--- src/rtl/seven_seg_scan_ctrl.sv ---
// Time-multiplexed scan scheduler feeding one shared seven-segment decoder.
// Double-buffered digit values commit only at frame wrap, so a frame never shows a torn value.
module seven_seg_scan_ctrl #(
    parameter int   NUM_DIGITS       = 2,
    parameter int   REFRESH_CNT      = 20000,
    parameter int   BLANK_CNT        = 200,
    parameter logic ANODE_ACTIVE_LOW = 1'b1
) (
    input  logic                      clk,
    input  logic                      reset_n,
    input  logic [4*NUM_DIGITS-1:0]   digits_in,
    input  logic                      load,
    output logic [3:0]                s,
    output logic [NUM_DIGITS-1:0]     anode,
    output logic [1:0]                digit_idx,
    output logic                      frame_start
);

    localparam int CNT_MAX = (REFRESH_CNT > BLANK_CNT) ? REFRESH_CNT : BLANK_CNT;
    localparam int CNT_W   = (CNT_MAX + 1 > 2) ? $clog2(CNT_MAX + 1) : 1;

    localparam logic [CNT_W-1:0]      BLANK_LAST   = CNT_W'(BLANK_CNT - 1);
    localparam logic [CNT_W-1:0]      REFRESH_LAST = CNT_W'(REFRESH_CNT - 1);
    localparam logic [1:0]            IDX_LAST     = 2'(NUM_DIGITS - 1);
    localparam logic [NUM_DIGITS-1:0] ANODE_OFF    = ANODE_ACTIVE_LOW ? '1 : '0;

    typedef enum logic {
        BLANK,
        ON
    } state_t;

    state_t                  state;
    logic [CNT_W-1:0]        cnt;
    logic [1:0]              idx;
    logic [4*NUM_DIGITS-1:0] shadow;
    logic [4*NUM_DIGITS-1:0] active;
    logic                    pending;

    function automatic logic [3:0] nibble(input logic [4*NUM_DIGITS-1:0] v, input int i);
        logic [4*NUM_DIGITS-1:0] t;
        t = v >> (4 * i);
        return t[3:0];
    endfunction

    function automatic logic [NUM_DIGITS-1:0] anode_on(input logic [1:0] i);
        logic [NUM_DIGITS-1:0] oh;
        oh = {{(NUM_DIGITS-1){1'b0}}, 1'b1} << i;
        return oh ^ ANODE_OFF;
    endfunction

    assign digit_idx = idx;

    always_ff @(posedge clk) begin
        if (!reset_n) begin
            state       <= BLANK;
            cnt         <= '0;
            idx         <= '0;
            anode       <= ANODE_OFF;
            s           <= '0;
            frame_start <= 1'b0;
            shadow      <= '0;
            active      <= '0;
            pending     <= 1'b0;
        end else begin
            frame_start <= 1'b0;
            case (state)
                BLANK: begin
                    if (cnt == BLANK_LAST) begin
                        state <= ON;
                        cnt   <= '0;
                        anode <= anode_on(idx);
                    end else begin
                        cnt <= cnt + CNT_W'(1);
                    end
                end
                ON: begin
                    if (cnt == REFRESH_LAST) begin
                        state <= BLANK;
                        cnt   <= '0;
                        anode <= ANODE_OFF;
                        // Next nibble goes out during the blank so the decoder settles first.
                        if (idx == IDX_LAST) begin
                            idx         <= '0;
                            frame_start <= 1'b1;
                            if (pending) begin
                                active  <= shadow;
                                pending <= 1'b0;
                                s       <= nibble(shadow, 0);
                            end else begin
                                s <= nibble(active, 0);
                            end
                        end else begin
                            idx <= idx + 2'd1;
                            s   <= nibble(active, int'(idx) + 1);
                        end
                    end else begin
                        cnt <= cnt + CNT_W'(1);
                    end
                end
                default: state <= BLANK;
            endcase
            // NOTE: non-blocking updates resolve last-write-wins, so a load on the
            // commit edge re-arms pending after the commit above has cleared it.
            if (load) begin
                shadow  <= digits_in;
                pending <= 1'b1;
            end
        end
    end

endmodule
--- config.mk ---
export PLATFORM = sky130hd
export DESIGN_NAME = seven_seg_scan_ctrl
export DESIGN_NICKNAME = d
export VERILOG_FILES = /design/src/rtl/seven_seg_scan_ctrl.sv
export SDC_FILE = /design/constraint.sdc
export NUM_CORES = 1
export LEC_CHECK = 0
export BUFFER_PORTS_ARGS = -buffer_cell sky130_fd_sc_hd__buf_4
export CORE_ASPECT_RATIO = 1.25
export CORE_UTILIZATION = 32
export CTS_CLUSTER_SIZE = 8
export DETAILED_ROUTE_END_ITERATION = 10
export GPL_TIMING_DRIVEN = 0
export HOLD_SLACK_MARGIN = 0.05
export PLACE_DENSITY_LB_ADDON = 0.2
export SLEW_MARGIN = 20
export SYNTH_ARGS = -nofsm -noshare
export SYNTH_HDL_FRONTEND = slang
export SYNTH_SLANG_ARGS = --single-unit
--- constraint.sdc ---
create_clock -name clk -period 2.3 [get_ports clk]
set_input_delay 0.115 -clock clk [delete_from_list [all_inputs] [get_ports clk]]
set_output_delay 0.115 -clock clk [all_outputs]
set_load 0.01 [all_outputs]
==> results by group <==
Timing
  – Max frequency: 530 MHz
  – Fin Clk Skew: 0.0161 ns
  – Crit path time final: 1.89 ns
  – Period utilization: 82.0%
  – RSZ-0062 raised after global routing: no
  – Final setup vio count: 0
  – Slew Limit Fails: 0
  – Min Hold Slack: 0.0494 ns
  – Worst Slack Setup Final: 0.413 ns
  – Least-Margin Pin Slew: 0.665 ns
  – Worst slew margin: 55.6%
  – Final Hold Fails: 0
  – Setup TNS Final: 0 ns

Yosys
  – Post-synthesis cell type count: 36
  – Area contributors post-synth: dfxtp_1 44%, mux2i_1 7.3%, o31ai_1 5.1%
  – Number of synthesized flops with an enable pin: 0
  – Post-Syn Instances: 214
  – Share of the synthesized area in the top cell type: 43.8%
  – Syn Area/Cell: 8.98 sq um
  – Synthesis-stage register bit count: 42
  – Async S/R FF share, synth: 0%
  – Yosys top cell by area: dfxtp_1
  – Mapped Nets: 226
  – Top_reg_cell synth: dfxtp_1
  – Sequential-to-total area share from yosys stat: 43.8%
  – Post-Syn Area: 1920 sq um
  – Yosys warns: 0

Drt
  – TritonRoute pass-1 iters: 8
  – Initial DRC count: 126
  – Post-route ant nets: 0
  – Routed WL per cell: 14.8 um
  – Routed WL: 4.58 mm
  – Total number of vias: 1670
  – DR DRC count: 2
  – DR vias/cell: 5.40

Clock network
  – CTS tree: yes
  – TritonCTS buffer count: 5
  – Clock latency on the worst-skew pair: 0.30 ns
  – Clock Path Buffers: 2
  – Worst-path clk slew: 0.09 ns
  – Clk sinks: 42
  – CTS root buf: clkbuf_8
  – Postcts setup bufs: 0
  – H-Tree Depth: 2

Setup path
  – R2r setup slk: 0.41 ns
  – Worst R2R Start: cnt[0]
  – Crit Path Category: reg -> reg
  – Worst-path maximum fanout: 6
  – R2R depth: 5
  – Crit path capture: cnt[14]
  – CP Data Required Time: 2.51 ns
  – Nature of the critical path startpoint: flip-flop
  – Critical path capture point type: flip-flop
  – CP startpoint: cnt[0]
  – Reg2reg end: cnt[14]
  – CP Data Arrival Time: 2.10 ns

GRT
  – Largest net degree at the start of global routing: 14
  – M1 GR Usage: 19.0%
  – Antenna violations before repair: 0
  – GR Util met3: 3.76%
  – Gr ovfl total: 0
  – Global Route met2 Usage: 27.8%
  – Global-route wire length before repair: 7.71 mm
  – Grt peak-use layer: met2
  – GRT Resource Usage Total: 15.8%
  – Vias in the first global route: 1603

Outcome
  – Violations in the final reports: DRC
  – Outcome: finished with violations

Hold path
  – Worst Hold Launch: digits_in[2]
  – Hold crit path type: in -> reg

Place
  – Final HPWL DP: 3.22 mm
  – I/O Buffers: 18
  – Gpl congestion: 0.818
  – Post-Place Setup Slack: 0.428 ns
  – Placed inst area: 2140 sq um

Run
  – Count of max-cap constraint violations: 0

Finish
  – Commonest non-fill, non-tap cells in the layout: 42 x dfxtp_1, 19 x nor2_1, 18 x nor3_1, 18 x buf_4, 16 x a21oi_1
  – Layout cells sized above 1: 16.9%
  – Diode count: 0
  – Layout area overhead: 18.6%
  – Fin area: 2280 sq um
  – Most common cell after layout, fill and taps aside: dfxtp_1
  – Nets: 254

Die
  – Die Wd: 71.3 um
  – Standard-cell row count: 31
  – # IOs: 20
  – Core ar.: 5780 sq um
  – Initial Util: 33.3%
  – Die height: 88.6 um
  – Die ar.: 6320 sq um

Pwr
  – Leak Pwr: 0.784 nW
  – Pwr dens: 613 nW/um^2
  – Tot Pwr: 1.40 mW
  – Worst IR drop on VDD: 268 uV
==> sequential cells by signal, summed over array words and instances, names as in the netlist <==
| signal | cells |
|---|---|
| digit_idx | 2 |
| pending | 1 |
| cnt | 15 |
| anode | 2 |
| frame_start | 1 |
| state | 1 |
| active | 8 |
| shadow | 8 |
| s | 4 |
==> cells by family after synthesis <==
logic type               Yosys count  synth area share, %
AND/OR/NAND/NOR                   86                 24.7
flip-flops                        42                 43.8
AO/OA/AOI/OAI                     39                 13.5
buffers and inverters             20                 4.62
multiplexers                      14                 7.29
XOR/XNOR                          12                 5.47
adder cells (fa/ha/maj)            1                0.651
==> how the worst min path moves through the flow <==
stage	endpoint	slack (ns)	cells past startpoint
2_1_floorplan	digit_idx[1]	0.24	2
3_3_place_gp	shadow[5]	0.35	3
3_5_place_dp	shadow[1]	0.36	3
4_1_cts	shadow[4]	0.05	3
5_1_grt	shadow[7]	0.06	3
6_report	shadow[2]	0.05	3
==> synth_stat cells, types with 3 or more instances <==
library cell  count
clkbuf_1          9
a21oi_1          16
buf_2             4
nand4_1          15
dfxtp_1          42
nor3_1           18
nor2_1           19
xnor2_1          10
o31ai_1          13
and3_1            4
inv_1             3
o21ai_0           3
nor4_1            5
mux2i_1          14
a211oi_1          4
nand2_1           6
nand3_1           6
==> critical path, cell delays in order (launching register included) <==
cell and delay, ns:
dfxtp_1 0.36, ha_1 0.26, nand2_1 0.21, or3_1 0.42, or3_1 0.36, a211oi_2 0.21
==> power breakdown <==
part | internal [mW] | leakage (nW) | switching (mW)
Clock | 0.320 | 0.0579 | 0.260
Sequential | 0.741 | 0.341 | 0.00960
Combinational | 0.0320 | 0.385 | 0.0352
Total | 1.09 | 0.784 | 0.304
==> per-layer routing <==
| metal | part of all wire (%) | vias to the layer above | wire (um) |
|---|---|---|---|
| met4 | 0.68 | 0 | 31 |
| met1 | 46 | 794 | 2110 |
| met3 | 3.1 | 2 | 140 |
| met2 | 50 | 31 | 2300 |
| li1 | - | 843 | - |
| met5 | 0 | - | 0 |
==> layout make-up <==
type                    count  area (sq um)
well taps                  66          82.6
plain buffers              16          73.8
flip-flops and latches     42           841
clock buffers               5          68.8
repair buffers             21           165
inverters                   4          15.0
clock inverters             3          40.0
multi-input cells         152           992
fillers                   600          3500
==> timing repair <==
action / CTS / global route
hold buffers: 3 / 0
hold endpoints to repair: 3 / 0
resized for setup: 0 / 0
==> through the flow <==
step,instances,utilization [%]
3_5_place_dp,298,37.0
4_1_cts,309,39.4
6_report,309,39.4
5_1_grt,309,39.4
3_3_place_gp,298,37.0
2_1_floorplan,214,-
(Power assumes the default switching activity.)
